`config.mk`:
```
export PLATFORM = sky130hd
export DESIGN_NAME = mem_ctrl_flat
export DESIGN_NICKNAME = d
export VERILOG_FILES = /design/src/rtl/mem_pkg.sv /design/src/rtl/mem_ctrl_if.sv /design/src/rtl/mem_ctrl_rr_arbiter.sv /design/src/rtl/mem_ctrl.sv /design/src/flat_wrapper.sv
export SDC_FILE = /design/constraint.sdc
export NUM_CORES = 1
export LEC_CHECK = 0
export BUFFER_PORTS_ARGS = -buffer_cell sky130_fd_sc_hd__buf_2
export CORE_AREA = 4 4 173 175
export DETAILED_ROUTE_END_ITERATION = 6
export DIE_AREA = 0 0 177 179
export GPL_TIMING_DRIVEN = 0
export PLACE_DENSITY = 0.61
export SETUP_SLACK_MARGIN = 0.4
export SYNTH_ARGS = -nofsm -noshare
export SYNTH_HDL_FRONTEND = slang
export SYNTH_SLANG_ARGS = --single-unit
```
`constraint.sdc`:
```
create_clock -name clock -period 2.1 [get_ports clock]
set_input_delay 0.21 -clock clock [delete_from_list [all_inputs] [get_ports clock]]
set_output_delay 0.21 -clock clock [all_outputs]
set_load 0.05 [all_outputs]
```
`src/rtl/mem_pkg.sv`:
```
`default_nettype none
// ============================================================================
// Module   : mem_pkg
// Brief    : Shared widths, FSM state encoding and client id type for the
//            two-client noun-cell RAM controller.
// Revision : 1.0  initial release
// ============================================================================
package mem_pkg;

  localparam int c_ADDR_W = 10;
  localparam int c_DATA_W = 69;

  // Controller sequencing: accept, drive RAM, grab registered q, answer.
  typedef enum logic [1:0] {
    IDLE    = 2'd0,
    ISSUE   = 2'd1,
    CAPTURE = 2'd2,
    RESP    = 2'd3
  } state_e;

  typedef enum logic [0:0] {
    CLIENT_A = 1'b0,
    CLIENT_B = 1'b1
  } owner_e;

endpackage
`default_nettype wire

```
`src/rtl/mem_ctrl_if.sv`:
```
`default_nettype none
// ============================================================================
// Module   : mem_ctrl_if
// Brief    : Bundle of both client request/response channels plus the RAM
//            side (address, data, write enable, registered read data).
//            slave  = controller view, master = clients + RAM view.
// Revision : 1.0  initial release
// ============================================================================
interface mem_ctrl_if
  import mem_pkg::*;
#(
  parameter int ADDR_W = c_ADDR_W,
  parameter int DATA_W = c_DATA_W
) ();

  logic              req_valid_a;
  logic              req_ready_a;
  logic              req_write_a;
  logic [ADDR_W-1:0] req_addr_a;
  logic [DATA_W-1:0] req_wdata_a;
  logic              rsp_valid_a;
  logic [DATA_W-1:0] rsp_rdata_a;

  logic              req_valid_b;
  logic              req_ready_b;
  logic              req_write_b;
  logic [ADDR_W-1:0] req_addr_b;
  logic [DATA_W-1:0] req_wdata_b;
  logic              rsp_valid_b;
  logic [DATA_W-1:0] rsp_rdata_b;

  logic [ADDR_W-1:0] mem_address;
  logic [DATA_W-1:0] mem_data;
  logic              mem_wren;
  logic [DATA_W-1:0] mem_q;

  modport slave (
    input  req_valid_a, req_write_a, req_addr_a, req_wdata_a,
    input  req_valid_b, req_write_b, req_addr_b, req_wdata_b,
    input  mem_q,
    output req_ready_a, rsp_valid_a, rsp_rdata_a,
    output req_ready_b, rsp_valid_b, rsp_rdata_b,
    output mem_address, mem_data, mem_wren
  );

  modport master (
    output req_valid_a, req_write_a, req_addr_a, req_wdata_a,
    output req_valid_b, req_write_b, req_addr_b, req_wdata_b,
    output mem_q,
    input  req_ready_a, rsp_valid_a, rsp_rdata_a,
    input  req_ready_b, rsp_valid_b, rsp_rdata_b,
    input  mem_address, mem_data, mem_wren
  );

endinterface
`default_nettype wire

```
`src/rtl/mem_ctrl_rr_arbiter.sv`:
```
`default_nettype none
// ============================================================================
// Module   : rr_arbiter
// Brief    : Two-way grant. With MEM_CTRL_RR_EN defined a tie goes to the
//            client not granted last time (A counts as last after reset);
//            otherwise A always wins a tie and no history is kept.
// Revision : 1.0  initial release
// ============================================================================
module rr_arbiter
  import mem_pkg::*;
(
  input  logic clock,
  input  logic reset_n,
  input  logic i_valid_a,
  input  logic i_valid_b,
  input  logic i_accept,
  output logic o_grant_a,
  output logic o_grant_b
);

`ifdef MEM_CTRL_RR_EN
  owner_e r_last;

  // Record the winner of every accepted request so the next tie flips.
  always_ff @(posedge clock or negedge reset_n) begin
    if (!reset_n) begin
      r_last <= CLIENT_A;
    end else if (i_accept) begin
      r_last <= o_grant_b ? CLIENT_B : CLIENT_A;
    end
  end

  // A lone requester wins; a tie goes to the client not served last.
  always_comb begin
    o_grant_a = i_valid_a && (!i_valid_b || (r_last == CLIENT_B));
    o_grant_b = i_valid_b && (!i_valid_a || (r_last == CLIENT_A));
  end
`else
  // History is not kept in fixed-priority builds.
  logic w_unused;
  assign w_unused = ^{clock, reset_n, i_accept};

  // Fixed priority: A wins every tie.
  always_comb begin
    o_grant_a = i_valid_a;
    o_grant_b = i_valid_b && !i_valid_a;
  end
`endif

endmodule
`default_nettype wire

```
`src/rtl/mem_ctrl.sv`:
```
`default_nettype none
// ============================================================================
// Module   : mem_ctrl
// Brief    : Two-client initiator for the 1024 x 69 single-port noun-cell
//            RAM. One access outstanding; hides the RAM's one-cycle read
//            latency and answers only the owning client.
//            Optional feature macro: MEM_CTRL_RR_EN (round-robin ties,
//            otherwise client A has fixed priority).
// Revision : 1.0  initial release
// ============================================================================
module mem_ctrl
  import mem_pkg::*;
#(
  parameter int ADDR_W = c_ADDR_W,
  parameter int DATA_W = c_DATA_W
) (
  input  logic      clock,
  input  logic      reset_n,
  mem_ctrl_if.slave bus
);

  state_e            r_state;
  state_e            w_next_state;
  owner_e            r_owner;
  logic [ADDR_W-1:0] r_mem_address;
  logic [DATA_W-1:0] r_mem_data;
  logic              r_mem_wren;
  logic              r_rsp_valid_a;
  logic              r_rsp_valid_b;
  logic [DATA_W-1:0] r_rsp_rdata_a;
  logic [DATA_W-1:0] r_rsp_rdata_b;
  logic              w_grant_a;
  logic              w_grant_b;
  logic              w_ready_a;
  logic              w_ready_b;
  logic              w_accept;

  rr_arbiter u_arb (
    .clock     (clock),
    .reset_n   (reset_n),
    .i_valid_a (bus.req_valid_a),
    .i_valid_b (bus.req_valid_b),
    .i_accept  (w_accept),
    .o_grant_a (w_grant_a),
    .o_grant_b (w_grant_b)
  );

  // State register.
  always_ff @(posedge clock or negedge reset_n) begin
    if (!reset_n) begin
      r_state <= IDLE;
    end else begin
      r_state <= w_next_state;
    end
  end

  // Next state and request-ready: only the winner sees ready, only in IDLE.
  always_comb begin
    w_next_state = r_state;
    w_ready_a    = 1'b0;
    w_ready_b    = 1'b0;
    case (r_state)
      IDLE: begin
        w_ready_a = w_grant_a;
        w_ready_b = w_grant_b;
        if (w_grant_a || w_grant_b) begin
          w_next_state = ISSUE;
        end
      end
      // mem_wren still holds the request's write flag during ISSUE.
      ISSUE:   w_next_state = r_mem_wren ? RESP : CAPTURE;
      CAPTURE: w_next_state = RESP;
      RESP:    w_next_state = IDLE;
      default: w_next_state = IDLE;
    endcase
  end

  assign w_accept = w_ready_a || w_ready_b;

  // RAM drive: load on handshake, hold otherwise; write strobe lasts one cycle.
  always_ff @(posedge clock or negedge reset_n) begin
    if (!reset_n) begin
      r_mem_address <= '0;
      r_mem_data    <= '0;
      r_mem_wren    <= 1'b0;
      r_owner       <= CLIENT_A;
    end else if (w_accept) begin
      if (w_ready_b) begin
        r_mem_address <= bus.req_addr_b;
        r_mem_data    <= bus.req_wdata_b;
        r_mem_wren    <= bus.req_write_b;
        r_owner       <= CLIENT_B;
      end else begin
        r_mem_address <= bus.req_addr_a;
        r_mem_data    <= bus.req_wdata_a;
        r_mem_wren    <= bus.req_write_a;
        r_owner       <= CLIENT_A;
      end
    end else if (r_state == ISSUE) begin
      r_mem_wren <= 1'b0;
    end
  end

  // Responses: capture registered q for the owner, then pulse its valid.
  always_ff @(posedge clock or negedge reset_n) begin
    if (!reset_n) begin
      r_rsp_valid_a <= 1'b0;
      r_rsp_valid_b <= 1'b0;
      r_rsp_rdata_a <= '0;
      r_rsp_rdata_b <= '0;
    end else begin
      r_rsp_valid_a <= (r_state == RESP) && (r_owner == CLIENT_A);
      r_rsp_valid_b <= (r_state == RESP) && (r_owner == CLIENT_B);
      if (r_state == CAPTURE) begin
        if (r_owner == CLIENT_B) begin
          r_rsp_rdata_b <= bus.mem_q;
        end else begin
          r_rsp_rdata_a <= bus.mem_q;
        end
      end
    end
  end

  assign bus.req_ready_a = w_ready_a;
  assign bus.req_ready_b = w_ready_b;
  assign bus.rsp_valid_a = r_rsp_valid_a;
  assign bus.rsp_valid_b = r_rsp_valid_b;
  assign bus.rsp_rdata_a = r_rsp_rdata_a;
  assign bus.rsp_rdata_b = r_rsp_rdata_b;
  assign bus.mem_address = r_mem_address;
  assign bus.mem_data    = r_mem_data;
  assign bus.mem_wren    = r_mem_wren;

endmodule
`default_nettype wire

```
`src/flat_wrapper.sv`:
```
// flat-port wrapper written by rule: the top's interface ports become plain ports
module mem_ctrl_flat import mem_pkg::*;
#(
  parameter int ADDR_W = c_ADDR_W,
  parameter int DATA_W = c_DATA_W
)
  (clock, reset_n, bus_req_valid_a, bus_req_write_a, bus_req_addr_a, bus_req_wdata_a, bus_req_valid_b, bus_req_write_b, bus_req_addr_b, bus_req_wdata_b, bus_mem_q, bus_req_ready_a, bus_rsp_valid_a, bus_rsp_rdata_a, bus_req_ready_b, bus_rsp_valid_b, bus_rsp_rdata_b, bus_mem_address, bus_mem_data, bus_mem_wren);
  mem_ctrl_if #(.ADDR_W(ADDR_W), .DATA_W(DATA_W)) bus_i ();
  input  logic clock;
  input  logic reset_n;
  input wire logic [$bits(bus_i.req_valid_a)-1:0] bus_req_valid_a;
  input wire logic [$bits(bus_i.req_write_a)-1:0] bus_req_write_a;
  input wire logic [$bits(bus_i.req_addr_a)-1:0] bus_req_addr_a;
  input wire logic [$bits(bus_i.req_wdata_a)-1:0] bus_req_wdata_a;
  input wire logic [$bits(bus_i.req_valid_b)-1:0] bus_req_valid_b;
  input wire logic [$bits(bus_i.req_write_b)-1:0] bus_req_write_b;
  input wire logic [$bits(bus_i.req_addr_b)-1:0] bus_req_addr_b;
  input wire logic [$bits(bus_i.req_wdata_b)-1:0] bus_req_wdata_b;
  input wire logic [$bits(bus_i.mem_q)-1:0] bus_mem_q;
  output wire logic [$bits(bus_i.req_ready_a)-1:0] bus_req_ready_a;
  output wire logic [$bits(bus_i.rsp_valid_a)-1:0] bus_rsp_valid_a;
  output wire logic [$bits(bus_i.rsp_rdata_a)-1:0] bus_rsp_rdata_a;
  output wire logic [$bits(bus_i.req_ready_b)-1:0] bus_req_ready_b;
  output wire logic [$bits(bus_i.rsp_valid_b)-1:0] bus_rsp_valid_b;
  output wire logic [$bits(bus_i.rsp_rdata_b)-1:0] bus_rsp_rdata_b;
  output wire logic [$bits(bus_i.mem_address)-1:0] bus_mem_address;
  output wire logic [$bits(bus_i.mem_data)-1:0] bus_mem_data;
  output wire logic [$bits(bus_i.mem_wren)-1:0] bus_mem_wren;
  assign bus_i.req_valid_a = bus_req_valid_a;
  assign bus_i.req_write_a = bus_req_write_a;
  assign bus_i.req_addr_a = bus_req_addr_a;
  assign bus_i.req_wdata_a = bus_req_wdata_a;
  assign bus_i.req_valid_b = bus_req_valid_b;
  assign bus_i.req_write_b = bus_req_write_b;
  assign bus_i.req_addr_b = bus_req_addr_b;
  assign bus_i.req_wdata_b = bus_req_wdata_b;
  assign bus_i.mem_q = bus_mem_q;
  assign bus_req_ready_a = bus_i.req_ready_a;
  assign bus_rsp_valid_a = bus_i.rsp_valid_a;
  assign bus_rsp_rdata_a = bus_i.rsp_rdata_a;
  assign bus_req_ready_b = bus_i.req_ready_b;
  assign bus_rsp_valid_b = bus_i.rsp_valid_b;
  assign bus_rsp_rdata_b = bus_i.rsp_rdata_b;
  assign bus_mem_address = bus_i.mem_address;
  assign bus_mem_data = bus_i.mem_data;
  assign bus_mem_wren = bus_i.mem_wren;
  mem_ctrl #(.ADDR_W(ADDR_W), .DATA_W(DATA_W)) u_core (.clock(clock), .reset_n(reset_n), .bus(bus_i));
endmodule
```
==> results.toml, run 1 <==
[critical_path]
crit_fanout = 3
critPathBufInv = 5
arrival_ns = 1.73
crit_chain = "inv_2 > ha_4 > nand3b_1 > inv_2 > buf_6 > buf_8 > buf_8"
required_ns = 1.89
end_kind = "primary output"
cp_slowest_stage_delay_ns = 0.40
crit_type = "flop to primary output"
crit_family = "buffers and inverters"
cp-start-kind = "flop"
crit_path_top_delay_cell = "dfrtp_1"

[clock_tree]
cts_buffers = 24
insertion_delay_ns = 0.52
clk_path_buf_depth = 3
cts_tree = "done"
clk_pin_slew_ns = 0.06
root_buffer = "clkbuf_16"
cts_sinks = 223
htreeDepth = 1

[placement]
dp_hpwl_mm = 21.99
portBuffers = 454
routabilityCongestion = 0.8350
place_area_mm2 = 0.01184

[timing]
tns_ns = 0
period_share = 0.9228
worst_pin_slew_ns = 0.5202
hold_viol_final = 0
holdWs_ns = 0.01973
setup_viol = 0
min_period_ns = 1.938
drv_slew = 0
slew_headroom = 0.6508
rsz0062_at_grt = "true"
clock.fmax_ghz = 0.5160
finClkSkew_ns = 0.009741

[yosys]
ys_seq_area_frac = 0.6184
ys_ff_latch = 223
synth-warning-count = 0
syn_nets = 902
syn_inst = 664
synth.largest_area_cell = "dfrtp_1"
netlist_area_mm2 = 0.009024
synth_cell_type_count = 26
yosysTopAreaCellShare = 0.6184
syn_avg_cell_area_um2 = 13.59
synth.area.top_cells = "dfrtp_1 (62%), mux2_2 (16%), mux2i_1 (6.2%), nand2_1 (4.4%), o21ai_0 (2.7%)"

[global_routing]
grt_max_degree = 87
grt_pass1_vias = 9073
grt_overflow_total = 0
antenna_found_initial = 1
grt_first_pass_wirelength_mm = 49.80
grt_usage = 0.1979

[drt]
avgRoutedWirePerCell_um = 19.45
wl_mm = 35.48
drtIter0Drc = 313
drc = 0
antenna_left = 0
viasPerCell = 4.661
vias = 8501
first_pass_iters = 5

[pwr]
pwr-share-clk = 0.136
p_leak_uw = 0.008517
vdd_drop_max_mv = 0.9088
combPwrFrac = 0.600
power_report.internal_total_uw = 14830
p_sw_uw = 14600
power_frac_seq = 0.264
swShare = 0.4962
powerDensity_mw_per_mm2 = 1784

[die]
ioPinCount = 455
die_w_um = 177
die_area_mm2 = 0.03168
core_mm2 = 0.02847
die_h_um = 179
rows = 62
initial_core_util = 0.3170

[layout]
area_delta_synth_final_pct = 82.79
final_area_mm2 = 0.01649
drive_above_1_share = 0.5420
fin_nets = 1663
n_fill_cell = 2215

[flow_run]
drv_cap = 0

[run_status]
status = "finished, final reports clean"

[min_path]
hold_path.class = "input pin to flop"
## layout by cell type (no fill, tap or decap), drive strengths merged
cell type	instances
a2111oi	1
a21oi	1
a22oi	24
and2	1
buf	524
bufinv	1
clkbuf	53
clkinv	6
clkinvlp	2
dfrtp	223
diode	1
dlygate4sd3	229
ha	5
inv	4
mux2	139
mux2i	56
nand2	107
nand2b	1
nand3b	2
nor2b	1
nor3b	1
o21ai	57
o21bai	1
## cells by family after synthesis
family / Yosys count / share of synthesized area
compound gates: 84 / 0.05394
fa+ha+maj: 5 / 0.006933
buf+inv: 44 / 0.03078
flops: 223 / 0.6184
mux: 195 / 0.2397
simple gates: 113 / 0.05019
## power by group through the flow
stage | registers (uW) | clock network (uW) | logic (uW)
floorplan | 15100 | 0 | 3610
global placement | 7650 | 0 | 14800
detailed placement | 7690 | 0 | 15000
CTS | 7650 | 4130 | 15800
global route | 8010 | 4310 | 18400
finish | 7770 | 4010 | 17700
## cell type report
cell class / instances / area [um^2] / area share
tap: 384 / 480.5 / 0.02913
inverter: 4 / 17.52 / 0.001062
timing repair buffer: 736 / 5416 / 0.3284
multi-input combinational: 397 / 3665 / 0.2222
sequential: 223 / 5580 / 0.3383
clock buffer: 31 / 646.9 / 0.03922
antenna: 1 / 2.502 / 0.0001517
buffer: 39 / 599.3 / 0.03633
clock inverter: 9 / 86.33 / 0.005234
## worst paths after layout
kind / startpoint / end / slack (ns) / cells past startpoint
max: u_core.r_state[1] / bus_req_ready_b / 0.16 / 7
min: bus_req_wdata_a[34] / u_core.bus.mem_data[34] / 0.02 / 3
max reg2reg: u_core.r_state[0] / u_core.bus.rsp_rdata_a[66] / 0.26 / 9
min reg2reg: u_core.bus.mem_data[51] / u_core.bus.mem_data[51] / 0.47 / 2
max in group asynchronous: reset_n / u_core.bus.mem_data[10] / 0.71 / 4
min in group asynchronous: reset_n / u_core.bus.rsp_rdata_b[47] / 0.22 / 2
## through the flow
step                worst slack, ns  std cells  utilization  total power [uW]
floorplan                    0.5329        664            -             18750
global placement             -3.199       1502       0.4137             22480
detailed placement          0.07736       1504       0.4160             22690
CTS                          0.1469       1789       0.5349             27580
global route                0.06358       1824       0.5794             30730
finish                       0.1620       1824       0.5794             29430
## tightest hold or removal path: stages
cell	delay [ns]
buf_2	0.08
mux2i_1	0.06
o21ai_1	0.14
## routing by layer
| metal | wire, um | track usage | up-vias |
|---|---|---|---|
| met5 | 0 | 0 | - |
| met4 | 1432 | 0.07995 | 0 |
| met3 | 2620 | 0.04534 | 106 |
| met2 | 18130 | 0.3560 | 407 |
| met1 | 13300 | 0.2280 | 4130 |
| li1 | - | - | 3858 |
## state kept, by name (all words and copies together), names as in the netlist
name / flops
u_core.bus.mem_wren: 1
u_core.bus.rsp_valid_b: 1
u_core.bus.mem_address: 10
u_core.bus.rsp_valid_a: 1
u_core.bus.rsp_rdata_b: 69
u_core.bus.mem_data: 69
u_core.r_owner: 1
u_core.r_state: 2
u_core.bus.rsp_rdata_a: 69
## timing repair
item                                    4_1_cts  5_1_grt
endpoints found under the setup margin      211      186
cloned                                        0       18
gates resized for setup                      66      223
pin swaps                                     4       13
hold buffers                                229        0
buffers inserted                             17       16
hold endpoints to repair                    284        0
## synth_stat cells
cell	instances
a2111oi_0	1
a21oi_1	1
a22oi_1	24
and2_1	1
buf_2	17
buf_4	4
buf_6	10
clkbuf_1	8
clkbuf_2	1
dfrtp_1	223
ha_1	5
inv_1	3
inv_2	1
mux2_1	1
mux2_2	128
mux2_4	10
mux2i_1	56
nand2_1	106
nand2_2	1
nand2b_4	1
nand3b_1	2
nor2b_1	1
nor3b_1	1
o21ai_0	49
o21ai_1	8
o21bai_1	1
Power figures use the tool's default switching activity.
==> run 2: changes to the inputs <==
==> constraint.sdc (replaced) <==
create_clock -name clock -period 2.01 [get_ports clock]
set_input_delay 0.201 -clock clock [delete_from_list [all_inputs] [get_ports clock]]
set_output_delay 0.201 -clock clock [all_outputs]
set_load 0.05 [all_outputs]
==> run 2 against run 1 <==
Register-to-register slack worse by 0.14 ns. Highest routed layer unchanged. Via count is 2.1% higher. Cell count is 1.3% higher. Global-route usage grew 0.11 points.
==> results.toml, run 2 (same netlist as run 1, synthesis figures left out) <==
[clock_tree]
cts_buffers = 24
insertion_delay_ns = 0.52
root_buffer = "clkbuf_16"
clk_pin_slew_ns = 0.06
cts_sinks = 223
clk_path_buf_depth = 3
htreeDepth = 1
cts_tree = "done"

[pwr]
combPwrFrac = 0.614
pwr-share-clk = 0.130
power_frac_seq = 0.255
powerDensity_mw_per_mm2 = 1858
power_report.internal_total_uw = 16510
vdd_drop_max_mv = 1.078
swShare = 0.4883
p_sw_uw = 15750
p_leak_uw = 0.009045

[die]
die_area_mm2 = 0.03168
core_mm2 = 0.02847
die_w_um = 177
die_h_um = 179
ioPinCount = 455
rows = 62
initial_core_util = 0.3170

[global_routing]
antenna_found_initial = 1
met3_usage = 0.04492
grt_max_degree = 87
met1_usage = 0.2306
grt_pass1_vias = 9090
grtUsageMet2 = 0.3574
grt_usage = 0.1990
grt_first_pass_wirelength_mm = 50.05
grt_overflow_total = 0
grt.busiest_layer = "met2"

[layout]
final_area_mm2 = 0.01736
multi_input_area_mm2 = 0.004093
seqCellArea_mm2 = 0.005580
layout_common_cells = "buf_2 (451), dlygate4sd3_1 (230), dfrtp_1 (223), mux2_4 (130), nand2_1 (82)"
fin_nets = 1687
area_delta_synth_final_pct = 92.42
layout_commonest_cell = "buf_2"
n_fill_cell = 2127
drive_above_1_share = 0.5742

[critical_path]
cp_slowest_stage_delay_ns = 0.40
crit_chain = "inv_2 > ha_4 > nand3b_1 > inv_2 > buf_6 > buf_8 > buf_8"
reg2regPathDepth = 9
crit_family = "buffers and inverters"
cp-start-kind = "flop"
arrival_ns = 1.72
required_ns = 1.81
rr_startpoint = "u_core.r_state[0]"
r2r_end = "u_core.bus.rsp_rdata_b[67]"
crit_fanout = 3
end_kind = "primary output"
crit_type = "flop to primary output"
rrSetupSlack_ns = 0.12
critPathBufInv = 5
crit_path_top_delay_cell = "dfrtp_1"

[drt]
first_pass_iters = 4
antenna_left = 0
avgRoutedWirePerCell_um = 20.21
wl_mm = 37.34
drtIter0Drc = 366
vias = 8682
drc = 0
viasPerCell = 4.698

[timing]
rsz0062_at_grt = "true"
period_share = 0.9548
hold_viol_final = 0
slew_headroom = 0.6408
drv_slew = 0
finClkSkew_ns = 0.01238
worst_pin_slew_ns = 0.5353
clock.fmax_ghz = 0.5211
min_period_ns = 1.919
tns_ns = 0
setup_viol = 0

[min_path]
hold_path.class = "input pin to flop"
whs_path_depth = 3
holdCritStartpoint = "bus_req_wdata_a[3]"
min_to = "u_core.bus.mem_data[3]"

[placement]
routabilityCongestion = 0.8350
place_area_mm2 = 0.01184
dp_hpwl_mm = 21.99
portBuffers = 454

[flow_run]
drv_cap = 0

[run_status]
status = "finished, final reports clean"
-- run 2: cell types whose count changed in the layout (fill, tap and decap cells not counted), sizes merged --
cell	previous run	this run
buf	524	543
clkbuf	53	55
bufbuf	0	1
dlygate4sd3	229	230
nand2	107	108
-- run 2: what timing repair did --
item / CTS / global route
endpoints found under the hold margin: 284 / 1
hold buffers: 229 / 1
setup endpoints to repair: 221 / 223
setup buffers: 26 / 25
pin swaps: 5 / 39
cloned: 2 / 21
gates resized for setup: 104 / 330
-- run 2: metrics by stage --
stage                     utilization  hold WS, ns  total power, uW  setup slack, ns  instances
final                          0.6099      0.04341            32260          0.09093       1848
after global routing           0.6099     0.007193            33570         -0.01795       1848
after CTS                      0.5447      0.01320            29210          0.07362       1800
after detailed placement       0.4160       0.1793            23710         -0.01264       1504
after global placement         0.4137       0.4059            23490           -3.280       1502
after floorplan                     -     -0.09459            19590           0.4429        664
-- run 2: layer usage --
layer	wire, um	vias to the layer above
li1	-	3901
met1	14220	4279
met2	19280	405
met3	2478	97
met4	1358	0
met5	0	-
-- run 2: area by class of cell --
type / instances / area share
diodes: 1 / 0.0001441
plain buffers: 39 / 0.03553
clock buffers: 31 / 0.03726
clock inverters: 9 / 0.004972
inverters: 4 / 0.001009
multi-input cells: 398 / 0.2357
flip-flops and latches: 223 / 0.3214
well taps: 384 / 0.02767
repair buffers: 759 / 0.3363
-- run 2: power by group through the flow --
stage | logic, uW | registers (uW) | clock network (uW)
4_1_cts | 16900 | 8000 | 4310
5_1_grt | 20600 | 8480 | 4500
2_1_floorplan | 3770 | 15800 | 0
3_5_place_dp | 15700 | 8030 | 0
6_report | 19800 | 8240 | 4200
3_3_place_gp | 15500 | 7990 | 0
-- run 2: how the worst max path moves through the flow --
stage / startpoint / endpoint / slack [ns] / depth (start not counted)
after floorplan: u_core.r_state[0] / u_core.bus.mem_data[38] / 0.44 / 8
after global placement: reset_n / u_core.bus.mem_data[35] / -3.28 / 1
after detailed placement: u_core.r_state[0] / u_core.bus.rsp_rdata_b[8] / -0.01 / 5
after CTS: u_core.r_state[1] / bus_req_ready_b / 0.07 / 7
after global routing: u_core.r_state[0] / bus_req_ready_b / -0.02 / 7
final: u_core.r_state[0] / bus_req_ready_b / 0.09 / 7
-- run 2: tightest hold or removal path: cells and delay by family --
family | cells | cell delay [ns]
multiplexers | 1 | 0.08
buffers and inverters | 1 | 0.12
AO/OA/AOI/OAI | 1 | 0.12
